===== src/rtl/mul_pipe_pkg.sv =====
// Shared definitions for the multiplier pipeline and its downstream consumers.
// Holds latency/width defaults, the accumulator FSM states and the counter-width helper.
package mul_pipe_pkg;

    localparam int PROD_W_DEF      = 16;
    localparam int MUL_LATENCY_DEF = 3;
    localparam int LEN_DEF         = 8;

    typedef enum logic {
        ACCUM = 1'b0,
        HOLD  = 1'b1
    } acc_state_e;

    // Width of a counter that must reach len-1; never narrower than one bit.
    function automatic int cnt_width(input int len);
        return (len <= 2) ? 1 : $clog2(len);
    endfunction

    localparam int CNT_W_DEF = cnt_width(LEN_DEF);

endpackage


===== src/rtl/valid_delay_line.sv =====
// Shift register that tracks issue validity through a fixed-latency pipeline.
// A synchronous flush empties every stage; the asynchronous reset does the same.
module valid_delay_line #(
    parameter int DEPTH = 3
) (
    input  logic clk,
    input  logic reset,
    input  logic flush_i,
    input  logic valid_i,
    output logic valid_o
);

    logic [DEPTH-1:0] stage_q;
    logic [DEPTH-1:0] stage_d;

    generate
        if (DEPTH == 1) begin : g_single
            always_comb stage_d = valid_i;
        end else begin : g_multi
            always_comb stage_d = {stage_q[DEPTH-2:0], valid_i};
        end
    endgenerate

    always_ff @(posedge clk or posedge reset) begin
        if (reset) begin
            stage_q <= '0;
        end else if (flush_i) begin
            stage_q <= '0;
        end else begin
            stage_q <= stage_d;
        end
    end

    assign valid_o = stage_q[DEPTH-1];

endmodule


===== src/rtl/product_accumulator.sv =====
// Sums each group of LEN valid multiplier products and presents the total on a valid/ready port.
// Build option: define ACC_SATURATE_EN for saturating accumulation with a per-group overflow flag.
module product_accumulator
    import mul_pipe_pkg::*;
#(
    parameter int PROD_W      = PROD_W_DEF,
    parameter int ACC_W       = 18,
    parameter int LEN         = LEN_DEF,
    parameter int MUL_LATENCY = MUL_LATENCY_DEF
) (
    input  logic              clk,
    input  logic              reset,
    input  logic              issue_valid,
    output logic              issue_ready,
    input  logic [PROD_W-1:0] product,
    input  logic              clear,
    output logic [ACC_W-1:0]  sum,
    output logic              sum_valid,
    input  logic              sum_ready,
    output logic              sum_ovf,
    output logic              state_dbg
);

    localparam int CNT_W = cnt_width(LEN);

    // Output handshake: sum is transferred in any cycle where sum_valid && sum_ready
    // is high at the rising edge; sum/sum_ovf are held stable until then.
    acc_state_e       state_q, state_d;
    logic [ACC_W-1:0] acc_q, acc_d;
    logic [CNT_W-1:0] cnt_q, cnt_d;
    logic [ACC_W-1:0] sum_q, sum_d;

    logic             issue_fire;
    logic             dl_out;
    logic             pv;
    logic             last;
    logic [ACC_W-1:0] acc_next;
    logic [ACC_W-1:0] prod_ext;

    assign issue_ready = !(state_q == HOLD && !sum_ready);
    assign issue_fire  = issue_valid && issue_ready;

    valid_delay_line #(
        .DEPTH (MUL_LATENCY)
    ) u_valid_delay_line (
        .clk     (clk),
        .reset   (reset),
        .flush_i (clear),
        .valid_i (issue_fire),
        .valid_o (dl_out)
    );

    // A clear in the same cycle as a returning product discards that product.
    assign pv       = dl_out && !clear;
    assign last     = pv && (cnt_q == CNT_W'(LEN - 1));
    assign prod_ext = {{(ACC_W - PROD_W){1'b0}}, product};

`ifdef ACC_SATURATE_EN
    logic [ACC_W:0] add_w;
    logic           grp_ovf;
    logic           ovf_q;
    logic           sum_ovf_q;

    assign add_w    = {1'b0, acc_q} + {1'b0, prod_ext};
    assign acc_next = add_w[ACC_W] ? {ACC_W{1'b1}} : add_w[ACC_W-1:0];
    assign grp_ovf  = ovf_q | add_w[ACC_W];

    always_ff @(posedge clk or posedge reset) begin
        if (reset) begin
            ovf_q     <= 1'b0;
            sum_ovf_q <= 1'b0;
        end else if (clear) begin
            ovf_q     <= 1'b0;
        end else if (last) begin
            sum_ovf_q <= grp_ovf;
            ovf_q     <= 1'b0;
        end else if (pv) begin
            ovf_q     <= grp_ovf;
        end
    end

    assign sum_ovf = sum_ovf_q;
`else
    assign acc_next = acc_q + prod_ext;
    assign sum_ovf  = 1'b0;
`endif

    always_comb begin
        state_d = state_q;
        acc_d   = acc_q;
        cnt_d   = cnt_q;
        sum_d   = sum_q;

        if (state_q == HOLD && sum_ready) begin
            state_d = ACCUM;
        end

        if (clear) begin
            acc_d = '0;
            cnt_d = '0;
        end else if (last) begin
            // A completing group reloads the output even if the held sum leaves this cycle.
            sum_d   = acc_next;
            acc_d   = '0;
            cnt_d   = '0;
            state_d = HOLD;
        end else if (pv) begin
            acc_d = acc_next;
            cnt_d = cnt_q + CNT_W'(1);
        end
    end

    always_ff @(posedge clk or posedge reset) begin
        if (reset) begin
            state_q <= ACCUM;
            acc_q   <= '0;
            cnt_q   <= '0;
            sum_q   <= '0;
        end else begin
            state_q <= state_d;
            acc_q   <= acc_d;
            cnt_q   <= cnt_d;
            sum_q   <= sum_d;
        end
    end

    assign sum       = sum_q;
    assign sum_valid = (state_q == HOLD);
    assign state_dbg = (state_q == HOLD);

endmodule


===== config.mk =====
export PLATFORM = sky130hd
export DESIGN_NAME = product_accumulator
export DESIGN_NICKNAME = d
export VERILOG_FILES = /design/src/rtl/mul_pipe_pkg.sv /design/src/rtl/valid_delay_line.sv /design/src/rtl/product_accumulator.sv
export SDC_FILE = /design/constraint.sdc
export NUM_CORES = 1
export LEC_CHECK = 0
export CAP_MARGIN = 20
export CELL_PAD_IN_SITES_DETAIL_PLACEMENT = 2
export CELL_PAD_IN_SITES_GLOBAL_PLACEMENT = 2
export CORE_ASPECT_RATIO = 0.9
export CORE_MARGIN = 5
export CORE_UTILIZATION = 35
export CTS_CLUSTER_SIZE = 12
export DETAILED_ROUTE_END_ITERATION = 6
export GPL_ROUTABILITY_DRIVEN = 0
export MAX_ROUTING_LAYER = met4
export PLACE_DENSITY_LB_ADDON = 0.05
export RECOVER_POWER = 25
export SYNTH_ARGS = -nofsm -noshare
export SYNTH_HDL_FRONTEND = slang
export SYNTH_HIERARCHICAL = 1
export SYNTH_SLANG_ARGS = --single-unit

===== constraint.sdc =====
create_clock -name clk -period 5.51 [get_ports clk]
set_clock_uncertainty 0.1 [all_clocks]
set_input_delay 1.653 -clock clk [delete_from_list [all_inputs] [get_ports clk]]
set_output_delay 1.653 -clock clk [all_outputs]
set_load 0.02 [all_outputs]

# Yosys cells after proc, flatten, opt, wreduce, memory -nomap -nowiden
# Cells that the tools add are included.
# W data, S select, Z words.
[classes]
add_sub_neg = 2
n_eq_ne = 1
n_mux = 10
bitwise = 1
reduce_logical = 10
[op_table]
columns = ["cell", "n"]
rows = [
  ["$mux W18", 3],
  ["$add A18 B16 Y18", 1],
  ["$mux W3", 4],
  ["$logic_and A1 B1 Y1", 5],
  ["$add A3 B1 Y3 const B", 1],
  ["$eq A3 B3 Y1 const B", 1],
  ["$logic_not A1 Y1", 3],
  ["$mux W1", 3],
  ["$reduce_bool A3 Y1", 1],
  ["$reduce_and A2 Y1", 1],
  ["$not A1 Y1", 1],
]
[totals]
regBits = 43
input_bits = 21
output_inout_bits = 22
word_cells = 29

# Longest topological paths before layout
[depth]
depth_word = 5
mapped_depth = 8
mapped_depth_nobuf = 8

# By module
# The synthesis kept the hierarchy.
[by_module_without_submodules]
columns = ["module", "n_inst", "cells_per_inst", "area_per_inst_um2", "seq_area_each_um2"]
rows = [
  ["product_accumulator", 1, 245, 2366.0, 1001.0],
  ["valid_delay_line", 1, 7, 97.6, 75.1],
]

# Least setup slack after synthesis
# Ideal clock, no wire load.
[synth_timing]
kind = "in2reg"
from = "input product[2]"
to = "register acc_q[15]"
setup_time_ns = 0.122
t_arrival_ns = 3.436
required_ns = 5.288
path_slack_ns = 1.853
cell_stages = 7
path_buffers = 0
path_cell_list = "ha_1 > and3_1 > a211o_1 > a32oi_2 > a21oi_1 > or3_1 > a32o_1"
[synth_between]
elab_chain_len = 4
[synth_lines]
columns = ["element", "line", "rtl"]
rows = [
  ["from (decl)", "product_accumulator.sv:15", "input logic [PROD_W-1:0] product,"],
  ["$add A18 B16 Y18", "product_accumulator.sv:84", "assign acc_next = acc_q + prod_ext;"],
  ["$mux W18", "product_accumulator.sv:107", "end else if (pv) begin"],
  ["$mux W18", "product_accumulator.sv:101", "end else if (last) begin"],
  ["$mux W18", "product_accumulator.sv:98", "if (clear) begin"],
  ["to (signal assigned)", "product_accumulator.sv:116", "acc_q <= '0;"],
  ["to (signal assigned)", "product_accumulator.sv:121", "acc_q <= acc_d;"],
  ["to (decl)", "product_accumulator.sv:29", "logic [ACC_W-1:0] acc_q, acc_d;"],
]
# Every way passes these cells. The select of a mux whose other input is x is not followed.
# A chain may end at the register's enable or synchronous reset.

# Worst setup path in the final report
[layout_timing]
from = "input sum_ready"
to = "output issue_ready"
[layout_between]
elab_chain_len = 3
[layout_lines]
columns = ["element", "line", "rtl"]
rows = [
  ["from (decl)", "product_accumulator.sv:19", "input logic sum_ready,"],
  ["$logic_not A1 Y1", "product_accumulator.sv:40", "assign issue_ready = !(state_q == HOLD && !sum_ready);"],
  ["$logic_and A1 B1 Y1", "product_accumulator.sv:40", ""],
  ["$logic_not A1 Y1", "product_accumulator.sv:40", ""],
  ["to (decl)", "product_accumulator.sv:14", "output logic issue_ready,"],
]
# Every way passes these cells.

==> out/metrics.csv <==
stage;metric;value;unit
die;rows;29;
critical_path;critPathMaxStageDelay;0.62;ns
critical_path;cp_data_required_time;3.76;ns
pwr;pwr-share-seq;49.2;%
global_route;antenna_found_initial;0;
sta;worst_slack;0.900;ns
clock_tree;cts_resized;0;
status;status;complete, no violations;
pwr;internal_power;0.488;mW
critical_path;start_kind;input port;
cells_and_area;fillers;788;
cells_and_area;syn_to_final_growth;24.5;%
cells_and_area;drive_above_1_share;6.55;%
critical_path;crit_chain;clkdlybuf4s50_1 > nand2b_1 > clkdlybuf4s50_1;
sta;min_period;4.61;ns
global_route;gr-usage-met1;22.8;%
logic_synthesis;syn-num-nets;292;
critical_path;cp_max_fo;3;
critical_path;path_class;in -> out;
pwr;pwr-share-comb;13.0;%
placement;port_buffers;41;
die;initial_core_util;35.4;%
logic_synthesis;synth-edff-count;0;
logic_synthesis;syn_area;2460;um2
route;drt_iter0_drc;40;
global_route;grt_pass1_wl;11700;um
sta;worst_pin_slew;0.964;ns
die;ios;43;
route;wl;6940;um
route;vias;2045;
route;drc;0;
clock_tree;worst_skew_pair.late_latency;0.30;ns
logic_synthesis;synth.distinct_cells;50;
die;core_area;6970;um2
route;first_pass_iters;4;
global_route;grt_max_degree;20;
cells_and_area;final-seq-area;1080;um2
sta;maxSlewViolCount;0;
logic_synthesis;yosys-top-cells-area;dfrtp_1, ha_1, nand2_1;
clock_tree;cts_hold_buf;0;
logic_synthesis;syn_inst;252;
logic_synthesis;yosys-top-cells-count;nand2_1, dfrtp_1, ha_1;
global_route;overflow;0;
cells_and_area;multi_input_area;1320;um2
pwr;p_leak;1.51;nW
critical_path;cpMostUsedCell;clkdlybuf4s50_1;
job;drv_cap;0;
logic_synthesis;syn_area_per_cell;9.78;um2
logic_synthesis;synthArstFlopShare;100;%
global_route;top_usage_layer;met2;
clock_tree;clockBufferDepth;2;
clock_tree;cts.htree.levels;2;
clock_tree;path_clk_slew;0.08;ns
pwr;p_clk_share;37.7;%
logic_synthesis;synth_most_common_cell;nand2_1;
sta;fmax;0.217;GHz
pwr;powerDensity;213;nW/um2
global_route;gr-usage-met3;3.78;%
global_route;grt_pass1_vias;2235;
pwr;switchingPower;0.166;mW
sta;hold_violations;0;
clock_tree;root_buffer;clkbuf_8;
logic_synthesis;synth.top_cell.area_share;43.7;%
logic_synthesis;seq_area_frac_synth;43.7;%
pwr;vdd_drop_max;87.1;uV
die;chipWidth;98.4;um
critical_path;slowest_stage;clkdlybuf4s50_1;
cells_and_area;nNetsFinal;330;
min_path;min_path_type;reg -> reg;
route;wl_per_cell;18.1;um
sta;setup-violations-final;0;
sta;tns;0;ns
clock_tree;cts_tree;done;
sta;period_share;83.7;%
logic_synthesis;synth-seq-cells;43;
global_route;grt_use_total;17.2;%
logic_synthesis;yosysWarnings;6;
placement;dp_hpwl;5140;um
cells_and_area;finish.utilization;44.0;%
clock_tree;cts.sinks;43;
die;die_h;89.6;um
clock_tree;cts-buffers-inserted;5;
sta;slew_headroom;35.7;%
critical_path;cp-end-kind;primary output;
critical_path;crit_arrival;2.86;ns
logic_synthesis;yosys.area.top_type;dfrtp_1;
logic_synthesis;ys.flop_type;dfrtp_1;
route;detail-route-antenna-nets;0;
die;die_area;8820;um2
cells_and_area;n_antenna_cell;0;
placement;dpl_worst_slack;0.888;ns
sta;grt_setup_unrepaired;no;
clock_tree;postCtsSetupBuffers;0;
global_route;grtUsageMet2;27.8;%
route;avgViaCountPerCell;5.34;
pwr;swShare;25.4;%
==> final cells by class <==
class	count	area share, %
Multi-Input combinational cell	191	43.0
Sequential cell	43	35.1
Timing Repair Buffer	44	14.0
Tap cell	93	3.79
Clock buffer	5	2.24
Clock inverter	2	1.22
Inverter	5	0.612
==> cells by family (layout without fill, tap and decap cells) <==
kind of cell,after synthesis,in the layout,share of synthesized area (%)
flops,43,43,43.7
other cells,1,1,0.152
buf+inv,18,56,3.05
simple gates,81,81,15.3
mux,5,5,2.23
compound gates,72,72,21.0
xor+xnor,13,13,4.62
fa+ha+maj,19,19,9.95
==> state kept, by name (all words and copies together) (netlist names) <==
name and cells:
acc_q 18, cnt_q 3, state_dbg 1, sum 18
u_valid_delay_line/stage_q 3
==> worst max-delay path, delay by kind of cell <==
family,cells,cell delay (ns)
and+or+nand+nor,1,0.13
buffers and inverters,2,1.08
==> power by group through the flow <==
stage	logic, mW	clock network (mW)	registers (mW)
floorplan	0.0524	0	0.327
global placement	0.0843	0	0.328
detailed placement	0.0866	0	0.328
CTS	0.0872	0.260	0.322
global route	0.0948	0.274	0.322
finish	0.0851	0.247	0.322
==> cell usage in the layout, fill, tap and decap left out, types with 2 or more instances in the layout <==
master / count
clkbuf_8: 5
o21ai_0: 6
dfrtp_1: 43
a211o_1: 2
o31a_1: 2
o211ai_1: 2
nand4_1: 3
nand2_1: 44
xor2_1: 6
buf_4: 2
inv_1: 5
nor3_1: 3
nand3_1: 2
and3_1: 4
xnor2_1: 7
clkdlybuf4s50_1: 39
a21oi_1: 15
nor2b_1: 3
a22o_1: 15
a21o_1: 8
and2_1: 3
dlygate4sd3_1: 2
nor2_1: 9
mux2_2: 4
o21ai_1: 8
ha_1: 18
==> per-layer routing <==
layer,share of wire (%),vias up,routed length [um]
met5,0,-,0
met4,0.45,0,31
met3,2.8,4,197
met2,47,30,3240
met1,50,1027,3470
li1,-,984,-
==> final timing paths <==
check | end | slack [ns] | start | cells after the start
worst max-delay path | issue_ready | 0.90 | sum_ready | 3
worst min-delay path | u_valid_delay_line/stage_q[2] | 0.38 | u_valid_delay_line/stage_q[1] | 1
worst max register to register | sum[14] | 2.79 | acc_q[0] | 7
worst min register to register | u_valid_delay_line/stage_q[2] | 0.38 | u_valid_delay_line/stage_q[1] | 1
max in group asynchronous | sum[2] | 2.51 | reset | 3
min in group asynchronous | u_valid_delay_line/stage_q[2] | 1.59 | reset | 2
==> through the flow <==
stage	power [mW]	hold slack [ns]	area [um2]	cells
5_1_grt	0.691	0.397	3070	383
2_1_floorplan	0.379	0.339	2460	252
3_5_place_dp	0.415	0.358	2960	376
6_report	0.654	0.376	3070	383
4_1_cts	0.669	0.385	3070	383
3_3_place_gp	0.412	0.349	2960	376
(Power assumes the default switching activity.)
